<file path="src/rtl/mem_req_sched_if.sv">
// Shared types and the bundled request/response interface used between
// the caches, the memory request scheduler and main memory.

package mem_req_sched_pkg;
  localparam int BLOCK_ADDR_W = 10;
  localparam int BLOCK_DATA_W = 32;

  typedef logic [BLOCK_ADDR_W-1:0] main_mem_block_addr_t;
  typedef logic [BLOCK_DATA_W-1:0] block_data_t;

  typedef enum logic {
    READ  = 1'b0,
    WRITE = 1'b1
  } req_type_t;

  typedef enum logic {
    ICACHE = 1'b0,
    DCACHE = 1'b1
  } cache_type_t;
endpackage

interface mem_req_sched_if;
  import mem_req_sched_pkg::*;

  // Icache request channel
  logic                 icache_req_valid;
  main_mem_block_addr_t icache_req_block_addr;
  logic                 icache_req_ready;

  // Dcache request channel
  logic                 dcache_req_valid;
  req_type_t            dcache_req_type;
  main_mem_block_addr_t dcache_req_block_addr;
  block_data_t          dcache_req_block_data;
  logic                 dcache_req_ready;

  // Main memory request channel
  logic                 mem_req_valid;
  logic                 mem_req_ready;
  cache_type_t          mem_req_cache_type;
  req_type_t            mem_req_type;
  main_mem_block_addr_t mem_req_block_addr;
  block_data_t          mem_req_block_data;

  // Main memory response channel
  logic                 mem_resp_valid;
  cache_type_t          mem_resp_cache_type;
  block_data_t          mem_resp_block_data;

  // Read data back to the caches
  logic                 icache_resp_valid;
  block_data_t          icache_resp_block_data;
  logic                 dcache_resp_valid;
  block_data_t          dcache_resp_block_data;

  // Scheduler side
  modport master (
    input  icache_req_valid, icache_req_block_addr,
    output icache_req_ready,
    input  dcache_req_valid, dcache_req_type, dcache_req_block_addr, dcache_req_block_data,
    output dcache_req_ready,
    output mem_req_valid, mem_req_cache_type, mem_req_type, mem_req_block_addr, mem_req_block_data,
    input  mem_req_ready,
    input  mem_resp_valid, mem_resp_cache_type, mem_resp_block_data,
    output icache_resp_valid, icache_resp_block_data,
    output dcache_resp_valid, dcache_resp_block_data
  );

  // Cache / memory side
  modport slave (
    output icache_req_valid, icache_req_block_addr,
    input  icache_req_ready,
    output dcache_req_valid, dcache_req_type, dcache_req_block_addr, dcache_req_block_data,
    input  dcache_req_ready,
    input  mem_req_valid, mem_req_cache_type, mem_req_type, mem_req_block_addr, mem_req_block_data,
    output mem_req_ready,
    output mem_resp_valid, mem_resp_cache_type, mem_resp_block_data,
    input  icache_resp_valid, icache_resp_block_data,
    input  dcache_resp_valid, dcache_resp_block_data
  );
endinterface

</file>
<file path="src/rtl/mem_req_sched.sv">
// Memory request scheduler: arbitrates one block request at a time between
// the icache and the dcache toward single-ported main memory, holds it until
// accepted, and routes read responses back to the requester. Icache wins
// ties unless the dcache has been passed over STARVE_LIMIT times in a row.

module mem_req_sched
  import mem_req_sched_pkg::*;
#(
  parameter int STARVE_LIMIT = 4
) (
  input  logic clk,
  input  logic rst_aL,
  mem_req_sched_if.master bus,
  output logic busy,
  output logic resp_err
);

  localparam int CNT_W = $clog2(STARVE_LIMIT + 1);
  localparam logic [CNT_W-1:0] STARVE_MAX = CNT_W'(STARVE_LIMIT);
  localparam logic [CNT_W-1:0] CNT_ONE    = CNT_W'(1);
  localparam logic [CNT_W-1:0] CNT_ZERO   = CNT_W'(0);
  localparam main_mem_block_addr_t ADDR_ZERO = {BLOCK_ADDR_W{1'b0}};
  localparam block_data_t          DATA_ZERO = {BLOCK_DATA_W{1'b0}};

  typedef enum logic [1:0] {
    IDLE      = 2'd0,
    ISSUE     = 2'd1,
    WAIT_RESP = 2'd2
  } state_t;

  state_t               state_r;
  state_t               state_nxt_s;
  logic                 icache_grant_s;
  logic                 dcache_grant_s;
  logic                 starve_hit_s;
  logic                 resp_match_s;
  logic                 issue_done_s;

  logic [CNT_W-1:0]     starve_cnt_r;
  cache_type_t          req_cache_r;
  req_type_t            req_type_r;

  logic                 mem_req_valid_r;
  cache_type_t          mem_req_cache_type_r;
  req_type_t            mem_req_type_r;
  main_mem_block_addr_t mem_req_block_addr_r;
  block_data_t          mem_req_block_data_r;

  logic                 icache_resp_valid_r;
  block_data_t          icache_resp_block_data_r;
  logic                 dcache_resp_valid_r;
  block_data_t          dcache_resp_block_data_r;
  logic                 resp_err_r;

  // Grant arbitration (IDLE only, suppressed during reset) and next-state selection
  always_comb begin
    state_nxt_s    = state_r;
    icache_grant_s = 1'b0;
    dcache_grant_s = 1'b0;
    starve_hit_s   = (starve_cnt_r == STARVE_MAX);
    resp_match_s   = bus.mem_resp_valid && (bus.mem_resp_cache_type == req_cache_r);
    issue_done_s   = (state_r == ISSUE) && bus.mem_req_ready;
    case (state_r)
      IDLE: begin
        if (!rst_aL) begin
          state_nxt_s = IDLE;
        end else if (bus.icache_req_valid && !(bus.dcache_req_valid && starve_hit_s)) begin
          icache_grant_s = 1'b1;
          state_nxt_s    = ISSUE;
        end else if (bus.dcache_req_valid) begin
          dcache_grant_s = 1'b1;
          state_nxt_s    = ISSUE;
        end else begin
          state_nxt_s = IDLE;
        end
      end
      ISSUE: begin
        if (bus.mem_req_ready) begin
          // Writes complete on acceptance; only reads wait for data
          if (req_type_r == WRITE) begin
            state_nxt_s = IDLE;
          end else begin
            state_nxt_s = WAIT_RESP;
          end
        end else begin
          state_nxt_s = ISSUE;
        end
      end
      WAIT_RESP: begin
        if (resp_match_s) begin
          state_nxt_s = IDLE;
        end else begin
          state_nxt_s = WAIT_RESP;
        end
      end
      default: begin
        state_nxt_s = IDLE;
      end
    endcase
  end

  // State register
  always_ff @(posedge clk) begin
    if (!rst_aL) begin
      state_r <= IDLE;
    end else begin
      state_r <= state_nxt_s;
    end
  end

  // Latch the winning request; memory-facing fields read zero outside ISSUE
  always_ff @(posedge clk) begin
    if (!rst_aL) begin
      req_cache_r          <= ICACHE;
      req_type_r           <= READ;
      mem_req_valid_r      <= 1'b0;
      mem_req_cache_type_r <= ICACHE;
      mem_req_type_r       <= READ;
      mem_req_block_addr_r <= ADDR_ZERO;
      mem_req_block_data_r <= DATA_ZERO;
    end else if (icache_grant_s) begin
      req_cache_r          <= ICACHE;
      req_type_r           <= READ;
      mem_req_valid_r      <= 1'b1;
      mem_req_cache_type_r <= ICACHE;
      mem_req_type_r       <= READ;
      mem_req_block_addr_r <= bus.icache_req_block_addr;
      mem_req_block_data_r <= DATA_ZERO;
    end else if (dcache_grant_s) begin
      req_cache_r          <= DCACHE;
      req_type_r           <= bus.dcache_req_type;
      mem_req_valid_r      <= 1'b1;
      mem_req_cache_type_r <= DCACHE;
      mem_req_type_r       <= bus.dcache_req_type;
      mem_req_block_addr_r <= bus.dcache_req_block_addr;
      mem_req_block_data_r <= (bus.dcache_req_type == WRITE) ? bus.dcache_req_block_data
                                                               : DATA_ZERO;
    end else if (issue_done_s) begin
      mem_req_valid_r      <= 1'b0;
      mem_req_cache_type_r <= ICACHE;
      mem_req_type_r       <= READ;
      mem_req_block_addr_r <= ADDR_ZERO;
      mem_req_block_data_r <= DATA_ZERO;
    end
  end

  // Count consecutive icache wins over a waiting dcache, saturating at the limit
  always_ff @(posedge clk) begin
    if (!rst_aL) begin
      starve_cnt_r <= CNT_ZERO;
    end else if (icache_grant_s) begin
      if (!bus.dcache_req_valid) begin
        starve_cnt_r <= CNT_ZERO;
      end else if (!starve_hit_s) begin
        starve_cnt_r <= starve_cnt_r + CNT_ONE;
      end
    end else if (dcache_grant_s) begin
      starve_cnt_r <= CNT_ZERO;
    end
  end

  // Route matching read data as a one-cycle pulse; flag any stray or mistagged response
  always_ff @(posedge clk) begin
    if (!rst_aL) begin
      icache_resp_valid_r      <= 1'b0;
      icache_resp_block_data_r <= DATA_ZERO;
      dcache_resp_valid_r      <= 1'b0;
      dcache_resp_block_data_r <= DATA_ZERO;
      resp_err_r               <= 1'b0;
    end else begin
      icache_resp_valid_r <= 1'b0;
      dcache_resp_valid_r <= 1'b0;
      if (bus.mem_resp_valid) begin
        if ((state_r == WAIT_RESP) && resp_match_s) begin
          if (req_cache_r == ICACHE) begin
            icache_resp_valid_r      <= 1'b1;
            icache_resp_block_data_r <= bus.mem_resp_block_data;
          end else begin
            dcache_resp_valid_r      <= 1'b1;
            dcache_resp_block_data_r <= bus.mem_resp_block_data;
          end
        end else begin
          resp_err_r <= 1'b1;
        end
      end
    end
  end

  assign bus.icache_req_ready       = icache_grant_s;
  assign bus.dcache_req_ready       = dcache_grant_s;
  assign bus.mem_req_valid          = mem_req_valid_r;
  assign bus.mem_req_cache_type     = mem_req_cache_type_r;
  assign bus.mem_req_type           = mem_req_type_r;
  assign bus.mem_req_block_addr     = mem_req_block_addr_r;
  assign bus.mem_req_block_data     = mem_req_block_data_r;
  assign bus.icache_resp_valid      = icache_resp_valid_r;
  assign bus.icache_resp_block_data = icache_resp_block_data_r;
  assign bus.dcache_resp_valid      = dcache_resp_valid_r;
  assign bus.dcache_resp_block_data = dcache_resp_block_data_r;
  assign busy                       = (state_r != IDLE);
  assign resp_err                   = resp_err_r;

endmodule

</file>
<file path="src/flat_wrapper.sv">
// flat-port wrapper written by rule: the top's interface ports become plain ports
module mem_req_sched_flat import mem_req_sched_pkg::*;
#(
  parameter int STARVE_LIMIT = 4
)
  (clk, rst_aL, busy, resp_err, bus_icache_req_valid, bus_icache_req_block_addr, bus_icache_req_ready, bus_dcache_req_valid, bus_dcache_req_type, bus_dcache_req_block_addr, bus_dcache_req_block_data, bus_dcache_req_ready, bus_mem_req_valid, bus_mem_req_cache_type, bus_mem_req_type, bus_mem_req_block_addr, bus_mem_req_block_data, bus_mem_req_ready, bus_mem_resp_valid, bus_mem_resp_cache_type, bus_mem_resp_block_data, bus_icache_resp_valid, bus_icache_resp_block_data, bus_dcache_resp_valid, bus_dcache_resp_block_data);
  mem_req_sched_if bus_i ();
  input  logic clk;
  input  logic rst_aL;
  output logic busy;
  output logic resp_err;
  input wire logic [$bits(bus_i.icache_req_valid)-1:0] bus_icache_req_valid;
  input wire logic [$bits(bus_i.icache_req_block_addr)-1:0] bus_icache_req_block_addr;
  output wire logic [$bits(bus_i.icache_req_ready)-1:0] bus_icache_req_ready;
  input wire logic [$bits(bus_i.dcache_req_valid)-1:0] bus_dcache_req_valid;
  input wire logic [$bits(bus_i.dcache_req_type)-1:0] bus_dcache_req_type;
  input wire logic [$bits(bus_i.dcache_req_block_addr)-1:0] bus_dcache_req_block_addr;
  input wire logic [$bits(bus_i.dcache_req_block_data)-1:0] bus_dcache_req_block_data;
  output wire logic [$bits(bus_i.dcache_req_ready)-1:0] bus_dcache_req_ready;
  output wire logic [$bits(bus_i.mem_req_valid)-1:0] bus_mem_req_valid;
  output wire logic [$bits(bus_i.mem_req_cache_type)-1:0] bus_mem_req_cache_type;
  output wire logic [$bits(bus_i.mem_req_type)-1:0] bus_mem_req_type;
  output wire logic [$bits(bus_i.mem_req_block_addr)-1:0] bus_mem_req_block_addr;
  output wire logic [$bits(bus_i.mem_req_block_data)-1:0] bus_mem_req_block_data;
  input wire logic [$bits(bus_i.mem_req_ready)-1:0] bus_mem_req_ready;
  input wire logic [$bits(bus_i.mem_resp_valid)-1:0] bus_mem_resp_valid;
  input wire logic [$bits(bus_i.mem_resp_cache_type)-1:0] bus_mem_resp_cache_type;
  input wire logic [$bits(bus_i.mem_resp_block_data)-1:0] bus_mem_resp_block_data;
  output wire logic [$bits(bus_i.icache_resp_valid)-1:0] bus_icache_resp_valid;
  output wire logic [$bits(bus_i.icache_resp_block_data)-1:0] bus_icache_resp_block_data;
  output wire logic [$bits(bus_i.dcache_resp_valid)-1:0] bus_dcache_resp_valid;
  output wire logic [$bits(bus_i.dcache_resp_block_data)-1:0] bus_dcache_resp_block_data;
  assign bus_i.icache_req_valid = bus_icache_req_valid;
  assign bus_i.icache_req_block_addr = bus_icache_req_block_addr;
  assign bus_icache_req_ready = bus_i.icache_req_ready;
  assign bus_i.dcache_req_valid = bus_dcache_req_valid;
  assign bus_i.dcache_req_type = bus_dcache_req_type;
  assign bus_i.dcache_req_block_addr = bus_dcache_req_block_addr;
  assign bus_i.dcache_req_block_data = bus_dcache_req_block_data;
  assign bus_dcache_req_ready = bus_i.dcache_req_ready;
  assign bus_mem_req_valid = bus_i.mem_req_valid;
  assign bus_mem_req_cache_type = bus_i.mem_req_cache_type;
  assign bus_mem_req_type = bus_i.mem_req_type;
  assign bus_mem_req_block_addr = bus_i.mem_req_block_addr;
  assign bus_mem_req_block_data = bus_i.mem_req_block_data;
  assign bus_i.mem_req_ready = bus_mem_req_ready;
  assign bus_i.mem_resp_valid = bus_mem_resp_valid;
  assign bus_i.mem_resp_cache_type = bus_mem_resp_cache_type;
  assign bus_i.mem_resp_block_data = bus_mem_resp_block_data;
  assign bus_icache_resp_valid = bus_i.icache_resp_valid;
  assign bus_icache_resp_block_data = bus_i.icache_resp_block_data;
  assign bus_dcache_resp_valid = bus_i.dcache_resp_valid;
  assign bus_dcache_resp_block_data = bus_i.dcache_resp_block_data;
  mem_req_sched #(.STARVE_LIMIT(STARVE_LIMIT)) u_core (.clk(clk), .rst_aL(rst_aL), .bus(bus_i), .busy(busy), .resp_err(resp_err));
endmodule
</file>
<file path="config.mk">
export PLATFORM = sky130hd
export DESIGN_NAME = mem_req_sched_flat
export DESIGN_NICKNAME = d
export VERILOG_FILES = /design/src/rtl/mem_req_sched_if.sv /design/src/rtl/mem_req_sched.sv /design/src/flat_wrapper.sv
export SDC_FILE = /design/constraint.sdc
export NUM_CORES = 1
export LEC_CHECK = 0
export ABC_CLOCK_PERIOD_IN_PS = 2480
export BUFFER_PORTS_ARGS = -buffer_cell sky130_fd_sc_hd__buf_2
export CAP_MARGIN = 25
export CORE_MARGIN = 4
export CORE_UTILIZATION = 50
export DETAILED_ROUTE_END_ITERATION = 8
export PLACE_DENSITY = 0.85
export SKIP_CTS_REPAIR_TIMING = 1
export SLEW_MARGIN = 20
export SYNTH_ARGS = -nofsm -noshare
export SYNTH_HDL_FRONTEND = slang
export SYNTH_SLANG_ARGS = --single-unit
</file>
<file path="constraint.sdc">
create_clock -name clk -period 2.48 [get_ports clk]
set_input_delay 0.248 -clock clk [delete_from_list [all_inputs] [get_ports clk]]
set_output_delay 0.248 -clock clk [all_outputs]
set_load 0.005 [all_outputs]
</file>
==> summary.txt, run 1 <==
CLOCK NETWORK
----------------------------------------------------------------------------------------
CTS sink cnt                                                                         119
CTS clock-pin slew for the worst setup and hold paths                            0.06 ns
CTS H-Tree Depth                                                                       4
Number of buffers created by CTS                                                      17
Cell chosen for the clock root                                              sky130_fd_sc_hd__clkbuf_8
Maximum buffer depth of the clock tree                                                 2
CTS tree                                                                             yes
Clock network latency to the later pin of the worst-skew pair                    0.50 ns

PLACEMENT
----------------------------------------------------------------------------------------
Instance area at placement                                                    5500 sq um
Placed Instances                                                                     766
Total half-perimeter wirelength after legalization and detailed placement   9160 microns
Pre-CTS WS                                                                      0.674 ns
Count of buffers inserted at the top-level ports                                     206
GP Congestion                                                                      0.829

ROUTE
----------------------------------------------------------------------------------------
First-pass iteration count of the detailed router                                      5
Count of routing violations after the opening detailed-route iteration               331
Via count normalized by instance count                                              5.88
Post-detailed-route count of antenna-violating nets                                    0
Routed length per placed instance                                           19.2 microns
Total Wirelength                                                            16100 microns
Routed vias                                                                         4919
Drc violations                                                                         0

WORST SETUP PATH
----------------------------------------------------------------------------------------
Classification of the worst setup path                                           reg2out
CP max FO                                                                             11
Critical path cell sequence                                                 or3b_1 -> nor3b_1 -> buf_2
Critical Path Slowest Stage Cell                                            sky130_fd_sc_hd__or3b_1
Capturing element type of the critical path                                  output port
Startpoint of the lowest-slack register-to-register path                    u_core.state_r[0]
Data arrival time of the critical path                                           2.11 ns
Element type at the critical path start                                        flip-flop
Slowest Stage Delay on Critical Path                                             0.54 ns
Required time worst endpoint                                                     2.23 ns
First element of the critical path                                          u_core.state_r[0]

FLOORPLAN
----------------------------------------------------------------------------------------
Starting utilization of the core area                                              51.5%
Area of the core                                                              8720 sq um
Placement row count                                                                   34
DIE AREA                                                                     10600 sq um
Vert. Die Dim                                                                103 microns
I/O pins                                                                             207
Die outline width                                                            103 microns

CELLS AND AREA
----------------------------------------------------------------------------------------
Final non-filler cell area                                                    6490 sq um
Sequential cell area                                                          2380 sq um
Share of final-layout standard cells stronger than drive strength 1                37.9%
End-of-flow core utilization                                                       74.4%
Total Nets Final                                                                     809
Area occupied by multi-input gates                                            1860 sq um
Number of fill cells in the layout                                                   570
Final Instance Count excl. Fillers                                                   837
Relative area change from synthesis to final layout                                44.4%

STA
----------------------------------------------------------------------------------------
Max Freq                                                                         424 MHz
Setup repair after global routing missed its margin                                   no
Period utilization                                                                 95.1%
Count of final hold-check violations                                                   0
Final worst setup slack                                                         0.122 ns
Final-report setup violation count                                                     0
Worst hold-check slack                                                        0.00280 ns
Final setup TNS                                                                     0 ns
Layout Skew                                                                    0.0159 ns
Worst Max-Slew Pin Slew                                                         0.822 ns
Worst relative slew slack                                                          45.1%
Number of pins with negative max-slew slack in the final report                        0
Shortest period the worst path allows                                            2.36 ns

YOSYS
----------------------------------------------------------------------------------------
Post-synth top area cell                                                    sky130_fd_sc_hd__dfxtp_1
Number of synthesized flops with an enable pin                                         0
Synth Net Count                                                                      588
Number of warnings printed during yosys synthesis                                      0
Area fraction of the dominant cell type after synthesis                            53.0%
Synth cell types                                                                      41
Number of instances in the synthesized netlist                                       494
Most used flip-flop cell after synthesis                                    sky130_fd_sc_hd__dfxtp_1
Synthesized area divided by synthesized cell count                            9.10 sq um
Post-synthesis instance area                                                  4500 sq um
Post-synthesis sequential element count                                              119
Part of the Yosys area used for sequential elements                                53.0%
Top cells by area, synth                                                    sky130_fd_sc_hd__dfxtp_1 53%, sky130_fd_sc_hd__o21ai_0 7.7%, sky130_fd_sc_hd__a21oi_1 7.6%
Async set-or-reset flop fraction in the synthesized netlist                           0%

GLOBAL ROUTING
----------------------------------------------------------------------------------------
Total track usage                                                                  24.8%
Met1 demand-to-capacity share in global routing                                    29.7%
Antenna violations before repair                                                       1
Met3 Usage GRT                                                                     8.25%
Via count of the first global-routing pass                                          4296
Largest net degree at the start of global routing                                     67
Met2 track demand over resource                                                    41.8%
Global route hottest layer                                                          met2
First-pass GRT wire length                                                  20800 microns
GRT overflow                                                                           0

WORST HOLD PATH
----------------------------------------------------------------------------------------
Hold Path Class                                                                   in2reg
Start point of the worst min-delay path                                     bus_mem_resp_block_data[5]

PWR
----------------------------------------------------------------------------------------
Max rail drop VDD                                                               0.395 mV
Reported leakage power                                                           2.93 nW
Pwr Total                                                                        4.89 mW
Power density normalized to cell area                                        753 nW/um^2

OUTCOME
----------------------------------------------------------------------------------------
Outcome                                                                     finished clean

JOB
----------------------------------------------------------------------------------------
Maximum capacitance violations                                                         0

-- layout make-up --
cell class | count | share of cell area (%)
Sequential cell | 119 | 36.7
Multi-Input combinational cell | 318 | 28.6
Timing Repair Buffer | 255 | 23.0
Clock buffer | 17 | 6.38
Clock inverter | 15 | 2.93
Tap cell | 108 | 2.08
Inverter | 4 | 0.231
Antenna cell | 1 | 0.0386
-- worst max-delay path, delay by kind of cell (launching register included) --
kind	cells	cell delay, ns
and+or+nand+nor	2	1.03
DFF	1	0.39
buffers and inverters	1	0.21
-- flip-flops by register name, summed over array words and instances, names as in the netlist --
name	flops
u_core.req_cache_r	1
u_core.req_type_r	1
u_core.bus.mem_req_cache_type	1
u_core.bus.icache_resp_block_data	32
u_core.bus.mem_req_block_data	32
u_core.bus.mem_req_block_addr	10
u_core.bus.dcache_resp_block_data	32
u_core.bus.icache_resp_valid	1
u_core.bus.mem_req_valid	1
u_core.resp_err	1
u_core.bus.dcache_resp_valid	1
u_core.bus.mem_req_type	1
u_core.state_r	2
u_core.starve_cnt_r	3
-- path summary, 6_finish.rpt --
kind	end	slack, ns	cells after the start
max reg2reg	u_core.bus.mem_req_block_data[12]	0.60	4
min	u_core.bus.icache_resp_block_data[5]	0.003	3
max	bus_dcache_req_ready	0.12	3
min reg2reg	u_core.bus.icache_resp_block_data[16]	0.47	2
-- kinds of logic after synthesis --
family          count (synthesis)  synth area share, %
compound gates                201                 27.9
simple gates                  114                 12.6
fa+ha+maj                       2                0.557
xor+xnor                        1                0.195
flops                         119                 53.0
buf+inv                        57                 5.79
-- metal layers --
layer | share of wire (%) | vias up
met5 | 0 | -
met4 | 3.0 | 0
met2 | 49 | 320
li1 | - | 2236
met3 | 11 | 45
met1 | 37 | 2318
-- placed cells by master, fill, tap and decap left out, types with 10 or more instances in the layout --
master	n
sky130_fd_sc_hd__buf_2	206
sky130_fd_sc_hd__dfxtp_1	119
sky130_fd_sc_hd__o21ai_0	69
sky130_fd_sc_hd__a21oi_1	68
sky130_fd_sc_hd__nand3_1	65
sky130_fd_sc_hd__dlygate4sd3_1	38
sky130_fd_sc_hd__nand2_1	23
sky130_fd_sc_hd__a22o_1	23
sky130_fd_sc_hd__a22o_2	19
sky130_fd_sc_hd__clkbuf_16	16
sky130_fd_sc_hd__buf_4	11
sky130_fd_sc_hd__o22ai_1	10
-- Yosys cell counts (all sizes together), types with 2 or more instances --
master,n
inv,4
o21ai,69
clkbuf,41
nand4,2
and2,2
nand2,23
nor3,3
dfxtp,119
o22ai,10
nand3b,2
buf,12
a22o,42
nand3,65
nor3b,2
nor2b,2
nor2,7
ha,2
a21oi,68
o221a,2
-- power by group --
group / total [mW] / switching, mW / leakage [nW] / internal, mW
clock: 2.50 / 0.947 / 0.288 / 1.55
sequential: 1.98 / 0.0289 / 0.963 / 1.95
combinational: 0.407 / 0.228 / 1.68 / 0.180
total: 4.89 / 1.20 / 2.93 / 3.69
Power figures use the tool's default switching activity.
==> run 2: changes to the inputs <==
--- a/config.mk
+++ b/config.mk
@@ -12,6 +12,7 @@
 export CORE_UTILIZATION = 50
 export DETAILED_ROUTE_END_ITERATION = 8
 export PLACE_DENSITY = 0.85
+export RECOVER_POWER = 50
 export SKIP_CTS_REPAIR_TIMING = 1
 export SLEW_MARGIN = 20
 export SYNTH_ARGS = -nofsm -noshare
==> summary.txt, run 2 (synthesis results as in run 1) <==
WORST SETUP PATH
----------------------------------------------------------------------------------------
Number of cells on the critical path                                                   3   unchanged
Startpoint of the lowest-slack register-to-register path                    u_core.state_r[0]
Capturing element type of the critical path                                  output port
Critical Path Slowest Stage Cell                                            sky130_fd_sc_hd__or3b_1
Capture point of the worst reg-to-reg path                                  u_core.bus.mem_req_block_data[12]
Critical path cell sequence                                                 or3b_1 -> nor3b_1 -> buf_2
Critical path buffers and inverters                                                    1   unchanged
Classification of the worst setup path                                           reg2out
Slowest Stage Delay on Critical Path                                             0.50 ns   -0.04 ns
Cells on worst reg2reg path                                                            4   unchanged
CP delay by family, top                                                     simple AND/OR/NAND/NOR gates
Setup slack of the worst register-to-register path                               0.39 ns   -0.21 ns
Data arrival time of the critical path                                           2.09 ns   -0.02 ns
Element type at the critical path start                                        flip-flop
CP max FO                                                                             11   unchanged
Required time worst endpoint                                                     2.23 ns   about the same

GLOBAL ROUTING
----------------------------------------------------------------------------------------
Via count of the first global-routing pass                                          4296   unchanged
Largest net degree at the start of global routing                                     67   unchanged
Antenna violations before repair                                                       1   unchanged
First-pass GRT wire length                                                  20800 microns   unchanged
Total track usage                                                                  24.8%   unchanged
GRT overflow                                                                           0   unchanged

STA
----------------------------------------------------------------------------------------
Worst relative slew slack                                                          44.6%   -0.50 points
Layout Skew                                                                    0.0101 ns   -0.00575 ns
Max Freq                                                                         428 MHz   +0.96%
Worst Max-Slew Pin Slew                                                         0.830 ns   +0.00755 ns
Final-report setup violation count                                                     0   unchanged
Final worst setup slack                                                         0.144 ns   +0.0224 ns
Period utilization                                                                 94.2%   -0.90 points
Shortest period the worst path allows                                            2.34 ns   -0.0224 ns
Worst hold-check slack                                                        0.00825 ns   +0.00545 ns
Setup repair after global routing missed its margin                                   no
Final setup TNS                                                                     0 ns   unchanged
Number of pins with negative max-slew slack in the final report                        0   unchanged
Count of final hold-check violations                                                   0   unchanged

FLOORPLAN
----------------------------------------------------------------------------------------
Area of the core                                                              8720 sq um   unchanged
Vert. Die Dim                                                                103 microns   unchanged
I/O pins                                                                             207   unchanged
Placement row count                                                                   34   unchanged
Die outline width                                                            103 microns   unchanged
Starting utilization of the core area                                              51.5%   unchanged
DIE AREA                                                                     10600 sq um   unchanged

CELLS AND AREA
----------------------------------------------------------------------------------------
Most common library cell in the layout ignoring fill and taps               sky130_fd_sc_hd__buf_2
Total Nets Final                                                                     809   unchanged
Number of fill cells in the layout                                                   619   +8.6%
End-of-flow core utilization                                                       73.1%   -1.3 points
Share of final-layout standard cells stronger than drive strength 1                26.4%   -12 points
Relative area change from synthesis to final layout                                41.8%
Most used cells in the layout excluding fill and tap cells                  123 x sky130_fd_sc_hd__buf_2, 119 x sky130_fd_sc_hd__dfxtp_1, 81 x sky130_fd_sc_hd__clkbuf_1

ROUTE
----------------------------------------------------------------------------------------
Post-detailed-route count of antenna-violating nets                                    0   unchanged
Total Wirelength                                                            16200 microns   +0.62%
Routed vias                                                                         4888   -0.63%
Count of routing violations after the opening detailed-route iteration               362   +9.4%
Via count normalized by instance count                                              5.84   -0.63%
First-pass iteration count of the detailed router                                      5   unchanged
Drc violations                                                                         0   unchanged
Routed length per placed instance                                           19.4 microns   +0.62%

PWR
----------------------------------------------------------------------------------------
Clock power frac                                                                   51.3%   about the same
Pwr Total                                                                        4.89 mW   about the same
Net switching component of the power                                             1.21 mW   +0.83%
Power density normalized to cell area                                        768 nW/um^2   +1.9%
Cell internal pwr                                                                3.68 mW   -0.16%
Register share of total power                                                      40.5%   about the same
Reported leakage power                                                           2.57 nW   -12%
Switching Share                                                                    24.8%   +0.18 points
Relative contribution of combinational cells to total power                         8.2%   about the same
Max rail drop VDD                                                               0.397 mV   +0.34%

OUTCOME
----------------------------------------------------------------------------------------
Outcome                                                                     finished clean

PLACEMENT
----------------------------------------------------------------------------------------
GP Congestion                                                                      0.829   unchanged
Pre-CTS WS                                                                      0.674 ns   unchanged
Total half-perimeter wirelength after legalization and detailed placement   9160 microns   unchanged
Count of buffers inserted at the top-level ports                                     206   unchanged

JOB
----------------------------------------------------------------------------------------
Maximum capacitance violations                                                         0   unchanged

WORST HOLD PATH
----------------------------------------------------------------------------------------
Hold Path Class                                                                   in2reg
Start point of the worst min-delay path                                     bus_mem_resp_block_data[5]
Hold Crit Depth                                                                        3   unchanged
Worst-case hold path end point                                              u_core.bus.icache_resp_block_data[5]

CLOCK NETWORK
----------------------------------------------------------------------------------------
CTS clock-pin slew for the worst setup and hold paths                            0.06 ns   about the same
CTS H-Tree Depth                                                                       4   unchanged
Maximum buffer depth of the clock tree                                                 2   unchanged
Clock network latency to the later pin of the worst-skew pair                    0.50 ns   about the same
CTS tree                                                                             yes
Number of buffers created by CTS                                                      17   unchanged
CTS sink cnt                                                                         119   unchanged
Cell chosen for the clock root                                              sky130_fd_sc_hd__clkbuf_8

run 2: cell count changes in the layout (fill, tap and decap cells not counted), sizes merged:
cell	delta
buf	-81
clkbuf	+81
run 2: layer usage:
| metal | global-route usage (%) | vias up | wire (microns) |
|---|---|---|---|
| li1 | - | 2240 | - |
| met1 | 29.7 | 2308 | 6090 |
| met2 | 41.8 | 305 | 8090 |
| met3 | 8.25 | 35 | 1650 |
| met4 | 8.37 | 0 | 380 |
| met5 | 0 | - | 0 |
run 2: cell type report:
| class | instances | area [sq um] | share of cell area (%) |
|---|---|---|---|
| repair buffers | 255 | 1390 | 21.8 |
| diodes | 1 | 2.50 | 0.0393 |
| clock inverters | 15 | 190 | 2.98 |
| flip-flops and latches | 119 | 2380 | 37.4 |
| inverters | 4 | 15.0 | 0.236 |
| well taps | 108 | 135 | 2.12 |
| clock buffers | 17 | 414 | 6.50 |
| multi-input cells | 318 | 1840 | 28.9 |
run 2: worst max-delay path by stage:
stage                       from                                 to
6_report       u_core.state_r[0]               bus_dcache_req_ready
5_1_grt        u_core.state_r[0]               bus_dcache_req_ready
4_1_cts        u_core.state_r[0]               bus_dcache_req_ready
3_5_place_dp              rst_aL  u_core.bus.mem_req_block_data[26]
3_3_place_gp              rst_aL  u_core.bus.mem_req_block_data[20]
2_1_floorplan  u_core.state_r[0]   u_core.bus.mem_req_block_data[5]
run 2: worst min-delay path: stages:
cell	delay (ns)
sky130_fd_sc_hd__buf_2	0.11
sky130_fd_sc_hd__nand3_1	0.06
sky130_fd_sc_hd__a21oi_1	0.05
run 2: power groups by stage:
stage / clock, mW / combinational [mW] / sequential [mW]
after floorplan: 0 / 0.181 / 2.01
final: 2.51 / 0.400 / 1.98
after global placement: 0 / 0.326 / 2.02
after CTS: 2.52 / 0.337 / 1.98
after detailed placement: 0 / 0.334 / 2.02
after global routing: 2.63 / 0.428 / 1.98
run 2: through the flow:
stage / area [sq um] / std cells
finish: 6370 / 837
global placement: 5500 / 766
detailed placement: 5500 / 766
global route: 6370 / 837
CTS: 6110 / 798
floorplan: 4500 / 494
